**src/rtl/signed_avg_pkg.sv**
```systemverilog
// Shared types and helpers for the signed moving-average filter.
package signed_avg_pkg;

    typedef enum logic {FILL, RUN} avg_state_t;

    // The running sum needs LOG2_WIN extra bits so a full window of extreme samples cannot wrap.
    function automatic int acc_width(input int width, input int log2_win);
        return width + log2_win;
    endfunction

endpackage

```
**src/rtl/sample_ring_buffer.sv**
```systemverilog
// Ring of the last DEPTH accepted samples. It owns the write pointer and presents the oldest
// entry, which is the one about to be overwritten, on an asynchronous read port.
module sample_ring_buffer #(
    parameter int WIDTH = 16,
    parameter int DEPTH = 8
) (
    input  logic                    clk,
    input  logic                    rstn,
    input  logic                    wr_en_i,
    input  logic signed [WIDTH-1:0] wr_data_i,
    output logic signed [WIDTH-1:0] oldest_o
);

    localparam int PTR_W = (DEPTH > 1) ? $clog2(DEPTH) : 1;

    logic signed [WIDTH-1:0] mem_q [DEPTH];
    logic [PTR_W-1:0]        ptr_q, ptr_d;

    always_comb begin
        ptr_d = (ptr_q == PTR_W'(DEPTH - 1)) ? '0 : ptr_q + 1'b1;
    end

    always_ff @(posedge clk) begin
        if (!rstn) begin
            // NOTE: the storage is cleared on reset on purpose. The zero-filled window is
            // what lets the filter produce correct averages before it has seen DEPTH samples.
            for (int i = 0; i < DEPTH; i++) begin
                mem_q[i] <= '0;
            end
            ptr_q <= '0;
        end else if (wr_en_i) begin
            mem_q[ptr_q] <= wr_data_i;
            ptr_q        <= ptr_d;
        end
    end

    assign oldest_o = mem_q[ptr_q];

endmodule

```
**src/rtl/signed_moving_avg.sv**
```systemverilog
// Streaming boxcar filter over 2**LOG2_WIN signed samples. Define MOVAVG_ROUND_EN to round
// half toward +inf. When it is not defined, the result is the floor of the mean.
module signed_moving_avg
    import signed_avg_pkg::*;
#(
    parameter int WIDTH    = 16,
    parameter int LOG2_WIN = 3
) (
    input  logic                    clk,
    input  logic                    rstn,
    input  logic                    in_valid,
    output logic                    in_ready,
    input  logic signed [WIDTH-1:0] in_data,
    output logic                    out_valid,
    input  logic                    out_ready,
    output logic signed [WIDTH-1:0] out_data,
    output logic                    win_full
);

    localparam int ACC_W = acc_width(WIDTH, LOG2_WIN);
    localparam int WIN   = 1 << LOG2_WIN;
    localparam int CNT_W = (LOG2_WIN > 0) ? LOG2_WIN : 1;

    avg_state_t              state_q, state_d;
    logic [CNT_W-1:0]        count_q, count_d;
    logic signed [ACC_W-1:0] sum_q, sum_d;
    logic                    out_valid_q;
    logic signed [WIDTH-1:0] out_data_q, avg;
    logic signed [WIDTH-1:0] oldest;
    logic                    accept;

    // There is no skid buffer, so downstream back-pressure reaches in_ready combinationally.
    assign in_ready = !out_valid_q || out_ready;
    assign accept   = in_valid && in_ready;

    sample_ring_buffer #(
        .WIDTH (WIDTH),
        .DEPTH (WIN)
    ) u_ring (
        .clk       (clk),
        .rstn      (rstn),
        .wr_en_i   (accept),
        .wr_data_i (in_data),
        .oldest_o  (oldest)
    );

    always_comb begin
        sum_d = sum_q;
        if (accept) begin
            sum_d = sum_q + ACC_W'(in_data) - ACC_W'(oldest);
        end
    end

`ifdef MOVAVG_ROUND_EN
    localparam logic signed [ACC_W:0] RND = (ACC_W + 1)'((2 ** LOG2_WIN) / 2);
    logic signed [ACC_W:0] rnd_sum;

    assign rnd_sum = (ACC_W + 1)'(sum_d) + RND;
    assign avg     = WIDTH'(rnd_sum >>> LOG2_WIN);
`else
    assign avg     = WIDTH'(sum_d >>> LOG2_WIN);
`endif

    always_comb begin
        state_d = state_q;
        count_d = count_q;
        if (accept && state_q == FILL) begin
            if (count_q == CNT_W'(WIN - 1)) begin
                state_d = RUN;
            end else begin
                count_d = count_q + 1'b1;
            end
        end
    end

    always_ff @(posedge clk) begin
        if (!rstn) begin
            state_q     <= FILL;
            count_q     <= '0;
            sum_q       <= '0;
            out_valid_q <= 1'b0;
            out_data_q  <= '0;
        end else begin
            state_q <= state_d;
            count_q <= count_d;
            sum_q   <= sum_d;
            if (accept) begin
                out_valid_q <= 1'b1;
                out_data_q  <= avg;
            end else if (out_ready) begin
                out_valid_q <= 1'b0;
            end
        end
    end

    assign out_valid = out_valid_q;
    assign out_data  = out_data_q;
    assign win_full  = (state_q == RUN);

endmodule

```
**config.mk**
```make
export PLATFORM = sky130hd
export DESIGN_NAME = signed_moving_avg
export DESIGN_NICKNAME = d
export VERILOG_FILES = /design/src/rtl/signed_avg_pkg.sv /design/src/rtl/sample_ring_buffer.sv /design/src/rtl/signed_moving_avg.sv
export SDC_FILE = /design/constraint.sdc
export NUM_CORES = 1
export LEC_CHECK = 0
export CAP_MARGIN = 15
export CORE_ASPECT_RATIO = 1.4
export CORE_MARGIN = 3
export CORE_UTILIZATION = 55
export CTS_CLUSTER_SIZE = 14
export DETAILED_ROUTE_END_ITERATION = 10
export HOLD_SLACK_MARGIN = 0.15
export PLACE_DENSITY = 0.72
export RECOVER_POWER = 50
export SLEW_MARGIN = 20
export SYNTH_ARGS = -nofsm -noshare
export SYNTH_HDL_FRONTEND = slang
export SYNTH_HIERARCHICAL = 1
export SYNTH_SLANG_ARGS = --single-unit
```
**constraint.sdc**
```tcl
create_clock -name clk -period 3.6 [get_ports clk]
set_clock_uncertainty 0.05 [all_clocks]
set_input_delay 0.72 -clock clk [delete_from_list [all_inputs] [get_ports clk]]
set_output_delay 0.72 -clock clk [all_outputs]
set_load 0.02 [all_outputs]
```
### After elaboration in Yosys (flattened, before gate mapping)

Memory sizes are Yosys's and may differ from the RTL's. A register that Yosys moved wholly into a read port is not among the register bits.
Index checks and enable logic that the tools add are counted.

| storage, ports and cells | value |
|---|---|
| flip-flop bits (word level) | 43 |
| RAM bits | 128 |
| input bits | 20 |
| output and inout port bits | 19 |
| logic and storage cells | 37 |
| memories kept | 1 |

| operators by class | value |
|---|---|
| $add $sub $neg | 4 |
| equal/unequal tests | 2 |
| multiplexer cells | 13 |
| bitwise logic cells | 2 |
| reduce and logical (&&, ||, !) cells | 8 |

Memory list:

| name | words | width | rd ports | clocked after memory_dff | write ports | line | RTL |
|---|---|---|---|---|---|---|---|
| u_ring.mem_q | 8 | 16 | 1 | 1 | 8 | sample_ring_buffer.sv:16 | `logic signed [WIDTH-1:0] mem_q [DEPTH];` |

Operators by type and width:

| operator | count |
|---|---|
| $add 19x16->19 | 1 |
| $mux 19 | 1 |
| $sub 19x16->19 | 1 |
| $mux 16 | 1 |
| $reduce_or 16->1 | 1 |
| $mux 3 | 4 |
| $mux 1 | 7 |
| $add 3x1->3 const B | 2 |
| $eq 3x3->1 const B | 2 |
| $reduce_and 2->1 | 2 |
| $logic_and 1x1->1 | 2 |
| $not 1->1 | 2 |
| $reduce_bool 2->1 | 1 |
| $logic_not 1->1 | 1 |
| $logic_or 1x1->1 | 1 |

### Depth between registers and ports, before layout

| logic depth | value |
|---|---|
| depth in word-level cells | 8 |
| mapped depth | 15 |
| mapped depth without buffers | 13 |

### By module

The synthesis kept the hierarchy.

By module, submodules not included:

| module | times used | cells an instance | area an instance (µm²) | seq. area each (µm²) |
|---|---|---|---|---|
| sample_ring_buffer | 1 | 388 | 6004.5 | 3963.8 |
| signed_moving_avg | 1 | 370 | 3062.9 | 800.8 |

### Worst setup path before layout

Ideal clock, no wire load.

| timing | value |
|---|---|
| kind | input to register |
| start point | input port out_ready |
| end point | memory u_ring.mem_q[5][0] (enable) |
| library setup time | 0.411 ns |
| arrival time | 3.221 ns |
| path slack | -0.083 ns |
| cell stages on the path | 7 |
| path buffers | 2 |
| path through | nand2b_1 nand2_1 inv_1 clkbuf_1 nand2_1 clkbuf_1 o21ai_0 |

RTL lines:

| what | line | RTL |
|---|---|---|
| start, declared | signed_moving_avg.sv:15 | `input logic out_ready,` |
| end, declared | sample_ring_buffer.sv:16 |  |

==> run_results.csv <==
group,metric,value,unit
cells_and_area,nFillCells,1065,
routing,antenna_left,0,
sta,fin_ws,-0.0739,ns
synth,syn_inst,758,
global_routing,grt_pass1_wl,34900,µm
setup_path,crit_slowest_cell,"mux4_2",
sta,tns,-0.0982,ns
cells_and_area,drive_above_1_share,0.253,
setup_path,max_stage_delay,0.49,ns
floorplan,rows,54,
synth,syn_avg_cell_area,12.0,µm²
setup_path,crit_type,"flip-flop to flip-flop",
sta,rsz0062_at_grt,"true",
routing,drc,0,
synth,synth_top_area_share,0.424,
run_status,status,"finished, violations left",
routing,met1_length,8730,µm
setup_path,crit_chain,"buf_12, mux4_2, mux2_4, fa_1, fa_2, nor2b_4, o211ai_4, a31oi_4, a211oi_4, buf_6, o211a_4, nor4b_2",
synth,synth_top_cell_by_area,"edfxtp_1",
placed_design,io_buffers,38,
clock_network,clkSinkCount,174,
sta,post-route-period-util,1.02,
hold_path,hold_class,"flip-flop to flip-flop",
floorplan,fp.coreArea,0.0159,mm²
setup_path,endpoint_kind,"flip-flop",
routing,vias_per_cell,6.08,
synth,yosys_warnings,6,
power_and_ir_drop,powerDensity,699,mW/mm²
power_and_ir_drop,power,7.81,mW
placed_design,pre_cts_ws,-0.260,ns
sta,finalHoldViolations,0,
routing,dr.first_iter.drc_count,640,
synth,synth_cell_types,57,
routing,top_layer,"met4",
setup_path,crit_path_start_kind,"flip-flop",
sta,period_needed,3.67,ns
hold_path,whs_path_depth,2,
setup_path,critPathMaxFanout,7,
placed_design,dpl.hpwl,14600,µm
routing,wl_per_cell,20.9,µm
routing,vias,6496,
clock_network,cts_buffers,17,
floorplan,dieArea,0.0181,mm²
sta,slew_headroom,-0.00291,
global_routing,grt_max_degree,33,
synth,synthTopCellsByArea,"edfxtp_1 42%, dfxtp_1 10%, mux4_1 8.1%",
cells_and_area,syn2layout_area_growth,23.2,%
sta,slew_viol_final,32,
global_routing,antenna_found_initial,0,
synth,synth_edf_count,128,
clock_network,clockBufferDepth,2,
power_and_ir_drop,ir_drop,0.573,mV
clock_network,cts.clk_slew.worst_paths,0.08,ns
power_and_ir_drop,cellLeakagePower,4.27,nW
clock_network,tritoncts,"done",
clock_network,h-tree-depth,4,
synth,synth_seq_cells,174,
cells_and_area,final_area,0.0112,mm²
routing,drt-pass1-iter-count,6,
routing,routed_wirelength,22300,µm
synth,syn-cell-area,0.00907,mm²
setup_path,required,3.88,ns
synth,synthFlopType,"edfxtp_1",
run_status,violations,"max-capacitance violations, max-slew violations, negative setup slack",
routing,route.met3.wl,1240,µm
global_routing,grtUsageTotal,0.253,
sta,worst_pin_slew,1.50,ns
floorplan,fp.dieH,158,µm
synth,synthArstFlopShare,0,
clock_network,worstSkewPairLatency,0.42,ns
sta,whs,0.402,ns
sta,setup_violations,2,
global_routing,grt_pass1_vias,6707,
synth,seq_area_frac_synth,0.525,
job,maxCapViolations,1,
setup_path,crit_arrival,3.96,ns
floorplan,fp.dieW,115,µm
global_routing,grt_overflow,0,
cells_and_area,diodes,0,
placed_design,gp_congestion,0.945,
placed_design,place_area,0.0101,mm²
synth,syn_nets,820,
floorplan,initial_core_util,0.571,
clock_network,cts_root_buf,"clkbuf_16",
floorplan,io_pins,39,
sta,fmax,272,MHz
routing,wl_met2,11500,µm
cells_and_area,nets,921,
setup_path,ff2ff_path_depth,12,
[cell type report]
cell class,instances,area [µm²],share of cell area
Clock buffer,18,429,0.0384
Clock inverter,14,158,0.0141
Inverter,92,345,0.0309
Multi-Input combinational cell,440,4060,0.364
Sequential cell,174,4770,0.427
Tap cell,196,245,0.0220
Timing Repair Buffer,134,1160,0.104
[through the flow]
stage,cells,util
floorplan,758,-
global placement,1026,0.638
detailed placement,1026,0.638
CTS,1066,0.688
global route,1068,0.704
finish,1068,0.704
[Yosys cell counts, types with 5 or more instances]
library cell  instances
fa_1                 18
o211ai_1              5
buf_6                 6
nand2_1              37
ha_1                 24
a21oi_1              23
o21a_1               15
mux2i_1               5
nand4_1               6
edfxtp_1            128
dfxtp_1              46
nor3_1              136
clkbuf_1             29
mux4_1               28
buf_2                 5
o21ai_0              19
buf_1                 7
nor2_1               17
clkinv_1             16
inv_1                76
nand3_1               9
xnor2_1               8
nand2b_1              5
mux2_2               16
a21o_1                6
a21boi_0              5
and2_1                6
[sequential cells by signal, summed over array words and instances (netlist names), named ones only]
register,cells
out_data,16
win_full,1
u_ring/mem_q,128
sum_q,19
out_valid,1
u_ring/ptr_q,3
count_q,3
[worst paths after layout]
kind         slack [ns]         start           end
max               -0.07     flip-flop  out_data[15]
min                0.40  out_data[12]  out_data[12]
min reg2reg        0.40  out_data[12]  out_data[12]
max reg2reg       -0.07     flip-flop  out_data[15]
[cells by family (layout without fill, tap and decap cells)]
logic type / after synthesis / after routing / share of synthesized area
simple gates: 237 / 237 / 0.132
compound gates: 97 / 97 / 0.0749
xor+xnor: 11 / 11 / 0.0106
flops: 174 / 174 / 0.525
buf+inv: 144 / 258 / 0.0678
mux: 53 / 53 / 0.116
fa+ha+maj: 42 / 42 / 0.0729
[critical path, delay by kind of cell, from the launching register on]
family | cells | cell delay, ns
adders and majority gates | 2 | 0.92
muxes | 2 | 0.79
AOI/OAI and AO/OA | 4 | 0.72
and+or+nand+nor | 2 | 0.47
DFF | 1 | 0.37
buffers and inverters | 2 | 0.28
[layer usage]
| metal | vias up | global-route usage |
|---|---|---|
| met5 | - | 0 |
| met4 | 0 | 0.110 |
| met3 | 65 | 0.0386 |
| met2 | 260 | 0.433 |
| met1 | 3201 | 0.320 |
| li1 | 2970 | - |
[placed cells by master (no fill, tap or decap), types with 5 or more instances in the layout]
| master | n |
|---|---|
| nand3_1 | 7 |
| mux2_4 | 13 |
| ha_4 | 14 |
| and2_1 | 5 |
| o211ai_1 | 5 |
| a21oi_1 | 13 |
| a21o_1 | 6 |
| inv_6 | 6 |
| o21a_1 | 15 |
| dlygate4sd3_1 | 20 |
| dfxtp_1 | 45 |
| mux4_1 | 9 |
| nand2b_1 | 5 |
| nand2_1 | 32 |
| buf_4 | 76 |
| fa_1 | 17 |
| clkinv_1 | 16 |
| inv_1 | 73 |
| o21ai_0 | 6 |
| nand2_2 | 5 |
| a21oi_2 | 9 |
| nand4_1 | 6 |
| clkbuf_16 | 17 |
| ha_1 | 9 |
| o21ai_1 | 11 |
| clkbuf_1 | 8 |
| buf_6 | 8 |
| inv_8 | 5 |
| mux2i_1 | 5 |
| nor3_1 | 134 |
| edfxtp_1 | 128 |
| a21boi_0 | 5 |
| mux4_2 | 23 |
| clkdlybuf4s50_1 | 18 |
| xnor2_1 | 8 |
| nor2_1 | 16 |
[report_power, final]
group / switching (mW) / internal, mW / total, mW
Sequential: 0.103 / 2.37 / 2.48
Clock: 0.873 / 0.939 / 1.81
Combinational: 1.90 / 1.62 / 3.52
[repair_timing]
item                                    CTS  global route
hold buffers                              0             0
gates resized for setup                  50            60
pin swaps                                13            20
cloned                                    0             0
buffers inserted                          8             3
endpoints found under the setup margin   22            25
(Power assumes the default switching activity.)
